[config.mk]
export PLATFORM = sky130hd
export DESIGN_NAME = ctr_8
export DESIGN_NICKNAME = d
export VERILOG_FILES = /design/src/rtl/ctr_8_pkg.sv /design/src/rtl/ctr_8_add.sv /design/src/rtl/ctr_8.sv
export SDC_FILE = /design/constraint.sdc
export NUM_CORES = 1
export LEC_CHECK = 0
export CAP_MARGIN = 20
export CORE_AREA = 5 5 42 44
export CTS_CLUSTER_SIZE = 40
export DETAILED_ROUTE_END_ITERATION = 7
export DIE_AREA = 0 0 47 49
export PLACE_DENSITY = 0.72
export SLEW_MARGIN = 20
export SYNTH_ARGS = -nofsm -noshare
export SYNTH_HDL_FRONTEND = slang
export SYNTH_HIERARCHICAL = 1
export SYNTH_SLANG_ARGS = --single-unit
[constraint.sdc]
create_clock -name clk -period 2.8 [get_ports clk]
set_input_delay 0.56 -clock clk [delete_from_list [all_inputs] [get_ports clk]]
set_output_delay 0.56 -clock clk [all_outputs]
set_load 0.02 [all_outputs]
[src/rtl/ctr_8_pkg.sv]
// Shared constants and types for the ctr_8 accumulator.
package ctr_8_pkg;

    // Default datapath width of the accumulator.
    localparam int CTR_8_WIDTH = 8;

    // Count value at the default width.
    typedef logic [CTR_8_WIDTH-1:0] count_t;

endpackage : ctr_8_pkg

[src/rtl/ctr_8_add.sv]
// Modulo 2^WIDTH adder. The carry out of the top bit is dropped, so the sum wraps.
module ctr_8_add
    import ctr_8_pkg::*;
#(
    parameter int WIDTH = CTR_8_WIDTH
) (
    input  logic [WIDTH-1:0] a,
    input  logic [WIDTH-1:0] b,
    output logic [WIDTH-1:0] sum
);

    // Sum truncated to WIDTH bits. This is the wrap-around behaviour of the counter.
    always_comb begin
        sum = a + b;
    end

endmodule : ctr_8_add

[src/rtl/ctr_8.sv]
// Free-running accumulator: y holds the registered running sum of x modulo 2^WIDTH.
module ctr_8
    import ctr_8_pkg::*;
#(
    parameter int WIDTH = CTR_8_WIDTH
) (
    input  logic             clk,
    input  logic             reset,
    input  logic [WIDTH-1:0] x,
    output logic [WIDTH-1:0] y
);

    logic [WIDTH-1:0] count_q;
    logic [WIDTH-1:0] count_d;
    logic [WIDTH-1:0] add_sum;

    ctr_8_add #(
        .WIDTH (WIDTH)
    ) u_add (
        .a   (count_q),
        .b   (x),
        .sum (add_sum)
    );

    // Next count is always the wrapped sum. Reset priority is applied in the register.
    always_comb begin
        count_d = add_sum;
    end

    // Count register: synchronous reset wins over accumulation on every edge.
    always_ff @(posedge clk) begin
        if (reset) begin
            count_q <= '0;
        end else begin
            count_q <= count_d;
        end
    end

    assign y = count_q;

endmodule : ctr_8

==> results of run 1 <==
path summary, 6_finish.rpt:
path                                 startpoint               to  slack, ns  cells after the start
worst min-delay path            y[0]$_SDFF_PP0_  y[0]$_SDFF_PP0_       0.59                      2
worst min register to register  y[0]$_SDFF_PP0_  y[0]$_SDFF_PP0_       0.59                      2
worst max-delay path                       x[0]  y[6]$_SDFF_PP0_       0.69                      8
worst max register to register  y[0]$_SDFF_PP0_  y[6]$_SDFF_PP0_       1.12                      7
tightest hold or removal path, delay by kind of cell, from the launching register on:
| family | cells | cell delay [ns] |
|---|---|---|
| flip-flops | 1 | 0.33 |
| adder cells (fa/ha/maj) | 1 | 0.12 |
| AND/OR/NAND/NOR | 1 | 0.10 |
metrics by stage:
| step | hold WS [ns] | area [sq um] | utilization (%) |
|---|---|---|---|
| after floorplan | 0.632 | 542 | - |
| final | 0.592 | 754 | 53.8 |
| after detailed placement | 0.581 | 732 | 52.2 |
| after global placement | 0.584 | 732 | 52.2 |
| after global routing | 0.641 | 754 | 53.8 |
| after CTS | 0.595 | 754 | 53.8 |
logic make-up (layout without fill, tap and decap cells):
kind of cell | after synthesis | after routing | share of synthesized area, %
AOI/OAI and AO/OA | 18 | 18 | 22.9
xor gates and xnor gates | 4 | 4 | 6.47
adders and majority gates | 8 | 8 | 19.9
buffers and inverters | 5 | 25 | 3.46
DFF | 8 | 8 | 29.6
and+or+nand+nor | 15 | 15 | 17.8
cell type report:
class,count,area (sq um),share of cell area [%]
multi-input combinational,45,363,48.1
timing repair buffer,17,170,22.6
sequential,8,160,21.2
clock buffer,3,22.5,2.99
tap,16,20.0,2.65
inverter,5,18.8,2.49
Yosys cell counts, drive strengths merged, types with 2 or more instances:
cell type  number  area, sq um
a21oi           5         25.0
dfxtp           8          160
ha              7         87.6
inv             5         18.8
nor2b          10         70.1
o211ai          3         22.5
o21ai           2         10.0
o311ai          2         17.5
xnor2           2         17.5
xor2            2         17.5
per-layer routing:
| layer | global-route usage [%] | up-vias | wire (um) |
|---|---|---|---|
| li1 | - | 251 | - |
| met1 | 12.6 | 209 | 515 |
| met2 | 12.2 | 13 | 438 |
| met3 | 4.06 | 0 | 100 |
| met4 | 4.15 | 0 | 0 |
| met5 | 0 | - | 0 |
power groups by stage:
stage               combinational, uW  clock (uW)  sequential, uW
floorplan                         215           0             216
global placement                  372           0             171
detailed placement                375           0             172
CTS                               379        95.4             169
global route                      409         100             175
finish                            375        88.7             168
==> flow_summary.json, run 1 <==
{
  "layout_setup_ws_ns": 0.689,
  "die_w_um": 47,
  "grt_max_degree": 9,
  "antenna_violating_nets_post_route": 0,
  "tightest_slew_ns": 0.382,
  "fmax_mhz": 474,
  "power.combinational.fraction_pct": 59.3,
  "power_per_cell_area_nw_per_um2": 838,
  "largest_reg_flops": 8,
  "detail_route.vias_per_cell": 5.03,
  "cts.reportedPaths.clkPinSlew_ns": 0.06,
  "drc": 0,
  "critPathSlowestCell": "clkdlybuf4s50_1",
  "crit_buf_inv": 2,
  "timing.critical_path.from_type": "input port",
  "rows": 14,
  "hold_removal_path_class": "flip-flop to flip-flop",
  "peak_fanout_along_the_critical_path": 3,
  "ant_cells": 0,
  "ioPinCount": 18,
  "antenna_found_initial": 0,
  "totalWireLength_um": 1050,
  "clock_tree.root_cell": "clkbuf_4",
  "sequentialPowerShare_pct": 26.6,
  "worst_slack_at_placement_ns": 0.439,
  "crit_chain": "clkdlybuf4s50_1, ha_1, inv_1, fa_1, nor2b_4, o31a_1, o311ai_1, nor2b_1",
  "fin_crit_sh_pct": 75.4,
  "rsz_0062_raised_after_global_routing": "false",
  "postCtsSetupRepairBufs": 0,
  "core_footprint_sq_um": 1400,
  "tritoncts_clock_tree": "yes",
  "final_net_count": 98,
  "synth_flop_cell": "dfxtp_1",
  "drt_first_pass_iters": 4,
  "area_growth_syn_to_layout_pct": 39.3,
  "timing_worst_setup_path_type": "input port to flip-flop",
  "internal-power_uw": 394,
  "finalSetupTns_ns": 0,
  "min_period_ns": 2.11,
  "die_area_sq_um": 2300,
  "timing.critical_path.arrival_ns": 2.24,
  "detailedRoute.firstIterationViolations": 5,
  "port_buffers": 17,
  "seq_area_frac_synth_pct": 29.6,
  "setup_violations": 0,
  "synthesis.area_sq_um": 542,
  "fin_worst_skew_ns": 0.00139,
  "syn-num-nets": 76,
  "cpLargestDelayFamily": "adder cells",
  "layout-drive-gt1-share_pct": 5.13,
  "syn_inst": 58,
  "worstSetupEndpointType": "flip-flop",
  "grt_pass1_wl_um": 1590,
  "cts_sinks": 8,
  "tritoncts.num_buffers": 3,
  "post_cts_hold_buffer_count": 0,
  "fillers": 141,
  "detailedPlacementHpwl_um": 831,
  "numPlacedInstances": 91,
  "clk-insertion-delay-late_ns": 0.25,
  "yosys_register_bits": 8,
  "slew_viol_final": 0,
  "grtUsageTotal_pct": 9.23,
  "postSynth.asyncResetShare_pct": 0,
  "final_common_cell": "clkdlybuf4s50_1",
  "most-common-layout-cells": "clkdlybuf4s50_1, nor2b_1, dfxtp_1, ha_1",
  "dieHeight_um": 49,
  "slowest_delay_ns": 0.46,
  "overflow": 0,
  "avgRoutedWirePerCell_um": 11.2,
  "ys_warn_count": 6,
  "synth_edf_count": 0,
  "cts_resized": 0,
  "critical_path_required_ns": 2.93,
  "power_uw": 632,
  "result_of_the_run": "completed",
  "grt_pass1_vias": 414,
  "leakage_uw": 0.000312,
  "routed_vias": 473,
  "max_cap_viol_count": 0,
  "routabilityCongestion": 0.716,
  "final_cell_count_no_fill": 94,
  "max-slew-margin-rel_pct": 74.2,
  "initial_core_utilization_pct": 38.7,
  "htree_num_levels": 1,
  "clockPowerShare_pct": 14.0,
  "finalHoldViolCount": 0,
  "synthesis.area_per_instance_sq_um": 9.34,
  "p_switching_uw": 238,
  "synth_cell_type_count": 24,
  "switching_share_pct": 37.7,
  "buffers_from_clock_root_to_sink_at_most": 2,
  "vdd_drop_max_v": 0.000418
}
Note: power is estimated with default switching activity, not from simulation.
==> run 2, diff against run 1 <==
Clock period 2.8 ns to 2 ns, I/O delays scaled along.
==> run 2 against run 1 <==
Effect of this change: cell count increased by 6.4%; first-iteration DRC count fell by 40%; via count increased by 6.8%; register-to-register slack got worse by 0.74 ns; core utilization increased by 3.2 points; setup slack got worse by 0.57 ns; non-clock buffer count grew 6; sequential share of layout area shrank 1.2 points.
==> flow_summary.json, run 2 (same netlist as run 1, synthesis figures left out) <==
{
  "ioPinCount": 18,
  "drt_first_pass_iters": 4,
  "min_period_ns": 1.88,
  "cts.reportedPaths.clkPinSlew_ns": 0.06,
  "detail_route.vias_per_cell": 5.05,
  "max_cap_viol_count": 0,
  "grt_max_degree": 9,
  "layout-drive-gt1-share_pct": 11.9,
  "cts_sinks": 8,
  "post_cts_hold_buffer_count": 0,
  "die_w_um": 47,
  "tritoncts_clock_tree": "yes",
  "cts_resized": 0,
  "final_util_pct": 57.1,
  "totalWireLength_um": 1160,
  "tritoncts.num_buffers": 3,
  "avgRoutedWirePerCell_um": 11.6,
  "crit_buf_inv": 2,
  "die_area_sq_um": 2300,
  "routed_vias": 505,
  "grtUsageTotal_pct": 11.0,
  "core_footprint_sq_um": 1400,
  "most-common-layout-cells": "clkdlybuf4s50_1, nor2b_1, dfxtp_1, ha_1, buf_4",
  "rsz_0062_raised_after_global_routing": "false",
  "finalHoldViolCount": 0,
  "power_per_cell_area_nw_per_um2": 1160,
  "crit_chain": "clkdlybuf4s50_1, ha_1, inv_1, fa_1, nor2b_4, o31a_1, o311ai_1, nor2b_1",
  "largest_reg_flops": 8,
  "postCtsSetupRepairBufs": 0,
  "area_growth_syn_to_layout_pct": 47.6,
  "hold_removal_path_class": "flip-flop to flip-flop",
  "peak_fanout_along_the_critical_path": 3,
  "grt_pass1_vias": 472,
  "slowest_delay_ns": 0.46,
  "timing.critical_path.arrival_ns": 2.02,
  "timing_worst_setup_path_type": "input port to flip-flop",
  "antenna_violating_nets_post_route": 0,
  "initial_core_utilization_pct": 38.7,
  "vdd_drop_max_v": 0.000550,
  "leakage_uw": 0.000341,
  "timing.critical_path.from_type": "input port",
  "critPathSlowestCell": "clkdlybuf4s50_1",
  "cpLargestDelayFamily": "adder cells",
  "clock_tree.root_cell": "clkbuf_4",
  "max-slew-margin-rel_pct": 77.1,
  "final_common_cell": "clkdlybuf4s50_1",
  "setup_violations": 0,
  "clk-insertion-delay-late_ns": 0.26,
  "critical_path_required_ns": 2.13,
  "rows": 14,
  "fin_worst_skew_ns": 0.00460,
  "detailedPlacementHpwl_um": 891,
  "fmax_mhz": 531,
  "ant_cells": 0,
  "slew_viol_final": 0,
  "antenna_found_initial": 0,
  "grt_pass1_wl_um": 1860,
  "htree_num_levels": 1,
  "power_uw": 928,
  "final_net_count": 104,
  "overflow": 0,
  "port_buffers": 17,
  "worstSetupEndpointType": "flip-flop",
  "fin_crit_sh_pct": 94.2,
  "result_of_the_run": "completed",
  "tightest_slew_ns": 0.342,
  "drc": 0,
  "routabilityCongestion": 0.757,
  "buffers_from_clock_root_to_sink_at_most": 2,
  "detailedRoute.firstIterationViolations": 3,
  "dieHeight_um": 49
}
run 2: cell count changes in the layout (fill, tap and decap cells not counted):
cell   change
buf_4      +6
run 2: worst paths after layout:
| kind | startpoint | endpoint | slack, ns | depth (start not counted) |
|---|---|---|---|---|
| max reg2reg | y[0]$_SDFF_PP0_ | y[6]$_SDFF_PP0_ | 0.38 | 7 |
| max | x[0] | y[6]$_SDFF_PP0_ | 0.12 | 8 |
| min reg2reg | y[0]$_SDFF_PP0_ | y[0]$_SDFF_PP0_ | 0.59 | 2 |
| min | y[0]$_SDFF_PP0_ | y[0]$_SDFF_PP0_ | 0.59 | 2 |
run 2: metal layers:
| layer | vias to the layer above | wire length, um | GRT usage [%] |
|---|---|---|---|
| li1 | 260 | - | - |
| met1 | 228 | 518 | 13.1 |
| met2 | 15 | 517 | 16.3 |
| met3 | 2 | 107 | 4.43 |
| met4 | 0 | 12 | 5.53 |
| met5 | - | 0 | 0 |
run 2: area by class of cell:
| type | count | area (sq um) |
|---|---|---|
| fillers | 139 | 602 |
| multi-input cells | 45 | 363 |
| repair buffers | 23 | 215 |
| flip-flops and latches | 8 | 160 |
| clock buffers | 3 | 22.5 |
| well taps | 16 | 20.0 |
| inverters | 5 | 18.8 |
run 2: tightest hold or removal path: stages, from the launching register on:
cell and delay [ns]:
dfxtp_1 0.33, ha_1 0.12, nor2b_1 0.10
run 2: per-stage QoR:
stage                     cell area, sq um  hold slack [ns]  worst slack (ns)  setup TNS (ns)  std cells
after floorplan                        542            0.472             0.288               0         58
after global placement                 777            0.581            -0.123          -0.234         97
after detailed placement               777            0.580            -0.158          -0.388         97
after CTS                              800            0.596             0.113               0        100
after global routing                   800            0.642            0.0384               0        100
final                                  800            0.592             0.117               0        100
run 2: where the power goes:
group | total, uW | switching [uW] | internal, uW
registers | 238 | 27.6 | 210
clock network | 126 | 57.3 | 68.8
logic | 564 | 262 | 302
==> run 3, diff against run 2 <==
Settings changed: ABC_AREA set to 1, CORE_AREA 5 5 42 44 to unset, CORE_MARGIN set to 5, CORE_UTILIZATION set to 43, CTS_CLUSTER_SIZE 40 to 28, DIE_AREA 0 0 47 49 to unset, PLACE_DENSITY 0.72 to 0.74.
==> run 3 against run 2 <==
Effect of this change: worst hold slack improved by 0.0089 ns; wire length fell by 6.9%; register-to-register slack improved by 0.12 ns; setup slack improved by 0.11 ns; cell area rose by 0.16%; sequential share of layout area barely moved; combinational power fell by 8.0%; via count rose by 2.0%; critical path type unchanged; largest cell class unchanged.
==> flow_summary.json, run 3 <==
{
  "result_of_the_run": "completed",
  "timing.hold.worst.start": "y[0]$_SDFF_PP0_",
  "timing.rr.end": "y[6]$_SDFF_PP0_",
  "drt_first_pass_iters": 2,
  "leakage_uw": 0.000435,
  "area_growth_syn_to_layout_pct": 35.0,
  "max_cap_viol_count": 0,
  "post_route_cell_area_sq_um": 801,
  "grt_pass1_wl_um": 1860,
  "die_area_sq_um": 2220,
  "vdd_drop_max_v": 0.000751,
  "synth_edf_count": 0,
  "hold_removal_path_class": "flip-flop to flip-flop",
  "ioPinCount": 18,
  "syn_inst": 85,
  "clk-insertion-delay-late_ns": 0.25,
  "tritoncts_clock_tree": "yes",
  "cts_resized": 0,
  "totalWireLength_um": 1080,
  "setup_violations": 0,
  "post_cts_hold_buffer_count": 0,
  "detailed_place.area_sq_um": 778,
  "worst_hold_path_endpoint": "y[0]$_SDFF_PP0_",
  "clock_tree.root_cell": "clkbuf_4",
  "antenna_violating_nets_post_route": 0,
  "most-common-layout-cells": "nand2_1, inv_1, clkdlybuf4s50_1, nor2_1, dfxtp_1",
  "synth_flop_cell": "dfxtp_1",
  "dieHeight_um": 47.1,
  "htree_num_levels": 1,
  "critPathSlowestCell": "clkdlybuf4s50_1",
  "timing_worst_setup_path_type": "input port to flip-flop",
  "port_buffers": 17,
  "critical_path_required_ns": 2.19,
  "routed_vias": 515,
  "worstSetupEndpointType": "flip-flop",
  "switching_share_pct": 40.4,
  "ant_cells": 0,
  "fin_crit_sh_pct": 88.4,
  "largest_reg_flops": 8,
  "initial_core_utilization_pct": 45.6,
  "crit_buf_inv": 4,
  "antenna_found_initial": 0,
  "most_common_library_cells_after_synthesis": "nand2_1, inv_1, nor2_1, dfxtp_1, ha_1",
  "synthesis.area_per_instance_sq_um": 6.98,
  "slew_viol_final": 0,
  "final_common_cell": "nand2_1",
  "finalSetupTns_ns": 0,
  "seq_area_frac_synth_pct": 27.0,
  "detailedPlacementHpwl_um": 879,
  "peak_fanout_along_the_critical_path": 2,
  "worst_slack_at_placement_ns": -0.0466,
  "slowest_delay_ns": 0.46,
  "internal-power_uw": 526,
  "timing.critical_path.from_type": "input port",
  "timing.reg2reg.worst_path_depth": 12,
  "drc": 0,
  "layout-drive-gt1-share_pct": 5.71,
  "final_net_count": 125,
  "timing.critical_path.arrival_ns": 1.96,
  "tightest_slew_ns": 0.302,
  "rsz_0062_raised_after_global_routing": "false",
  "rows": 13,
  "max-slew-margin-rel_pct": 79.8,
  "finalHoldViolCount": 0,
  "detail_route.vias_per_cell": 4.29,
  "hold_path_cell_cnt": 3,
  "grt_max_degree": 9,
  "power.combinational.fraction_pct": 58.8,
  "core_footprint_sq_um": 1300,
  "timing.rr.start": "y[0]$_SDFF_PP0_",
  "postSynth.asyncResetShare_pct": 0,
  "routabilityCongestion": 0.700,
  "fin_worst_skew_ns": 0.00309,
  "crit_chain": "clkdlybuf4s50_1, ha_1, inv_1, fa_1, inv_1, nand2_1, nand2_1, nand3_1, nand2_1, nand2_1, nand2_1, inv_1, nor2_1",
  "p_switching_uw": 356,
  "synth_top_area_cells": "dfxtp_1, ha_1, nand2_1",
  "grtUsageTotal_pct": 12.4,
  "power_per_cell_area_nw_per_um2": 1100,
  "layout_setup_ws_ns": 0.232,
  "synthesis.area_sq_um": 593,
  "yosys_register_bits": 8,
  "cpLargestDelayFamily": "buffers and inverters",
  "die_w_um": 47.1,
  "tritoncts.num_buffers": 3,
  "cts.reportedPaths.clkPinSlew_ns": 0.06,
  "sequentialPowerShare_pct": 27.1,
  "buffers_from_clock_root_to_sink_at_most": 2,
  "overflow": 0,
  "detailedRoute.firstIterationViolations": 9,
  "ys_warn_count": 6,
  "clockPowerShare_pct": 14.1,
  "synth_most_common_cell": "nand2_1",
  "postCtsSetupRepairBufs": 0,
  "syn-num-nets": 103,
  "cts_sinks": 8,
  "synthDominantAreaCellType": "dfxtp_1",
  "critical-path-top-cell-by-count": "nand2_1",
  "worst_reg_to_reg_setup_slack_ns": 0.50,
  "fmax_mhz": 565,
  "min_period_ns": 1.77,
  "synth_cell_type_count": 15,
  "avgRoutedWirePerCell_um": 8.97,
  "synth_top_area_share_pct": 27.0,
  "grt_pass1_vias": 473
}
run 3: cell families after synthesis:
logic type | count (synthesis) | synth area share, %
compound gates | 2 | 1.69
xor+xnor | 4 | 9.07
fa+ha+maj | 8 | 18.1
buf+inv | 22 | 15.2
flops | 8 | 27.0
simple gates | 41 | 28.9
run 3: metal layers:
| metal | track usage [%] | vias up | wire (um) |
|---|---|---|---|
| met4 | 4.97 | 0 | 11 |
| met1 | 14.2 | 208 | 486 |
| met5 | 0 | - | 0 |
| li1 | - | 292 | - |
| met2 | 20.1 | 13 | 496 |
| met3 | 5.75 | 2 | 81 |
run 3: final cells by class:
| type | instances | area (sq um) |
|---|---|---|
| fill | 121 | 500 |
| multi-input combinational | 55 | 343 |
| timing repair buffer | 18 | 178 |
| sequential | 8 | 160 |
| inverter | 21 | 78.8 |
| clock buffer | 3 | 22.5 |
| tap | 15 | 18.8 |
run 3: worst register-to-register path, stage by stage (launching register included):
cell     delay [ns]
dfxtp_1        0.33
ha_1           0.16
inv_1          0.05
fa_1           0.38
inv_1          0.06
nand2_1        0.04
nand2_1        0.07
nand3_1        0.09
nand2_1        0.07
nand2_1        0.05
nand2_1        0.05
inv_1          0.03
nor2_1         0.07
run 3: worst max path at each step:
| stage | cells past startpoint | to | slack, ns | from |
|---|---|---|---|---|
| floorplan | 12 | y[6]$_SDFF_PP0_ | 0.42 | y[0]$_SDFF_PP0_ |
| global placement | 12 | y[6]$_SDFF_PP0_ | -0.01 | x[0] |
| detailed placement | 13 | y[6]$_SDFF_PP0_ | -0.05 | x[0] |
| CTS | 13 | y[6]$_SDFF_PP0_ | 0.23 | x[0] |
| global route | 13 | y[6]$_SDFF_PP0_ | 0.02 | x[0] |
| finish | 13 | y[6]$_SDFF_PP0_ | 0.23 | x[0] |
run 3: power by group through the flow:
stage / registers [uW] / clock network, uW / logic, uW
after floorplan: 299 / 0 / 306
after global placement: 241 / 0 / 511
after detailed placement: 243 / 0 / 518
after CTS: 239 / 134 / 524
after global routing: 245 / 141 / 595
final: 239 / 124 / 519
run 3: per-stage QoR:
step                      total power, uW  hold WS, ns  instances  utilization [%]
after floorplan                       604        0.579         85                -
after global placement                753        0.591        117             59.8
after detailed placement              761        0.583        117             59.8
after CTS                             897        0.593        120             61.5
after global routing                  982        0.650        120             61.5
final                                 882        0.601        120             61.5
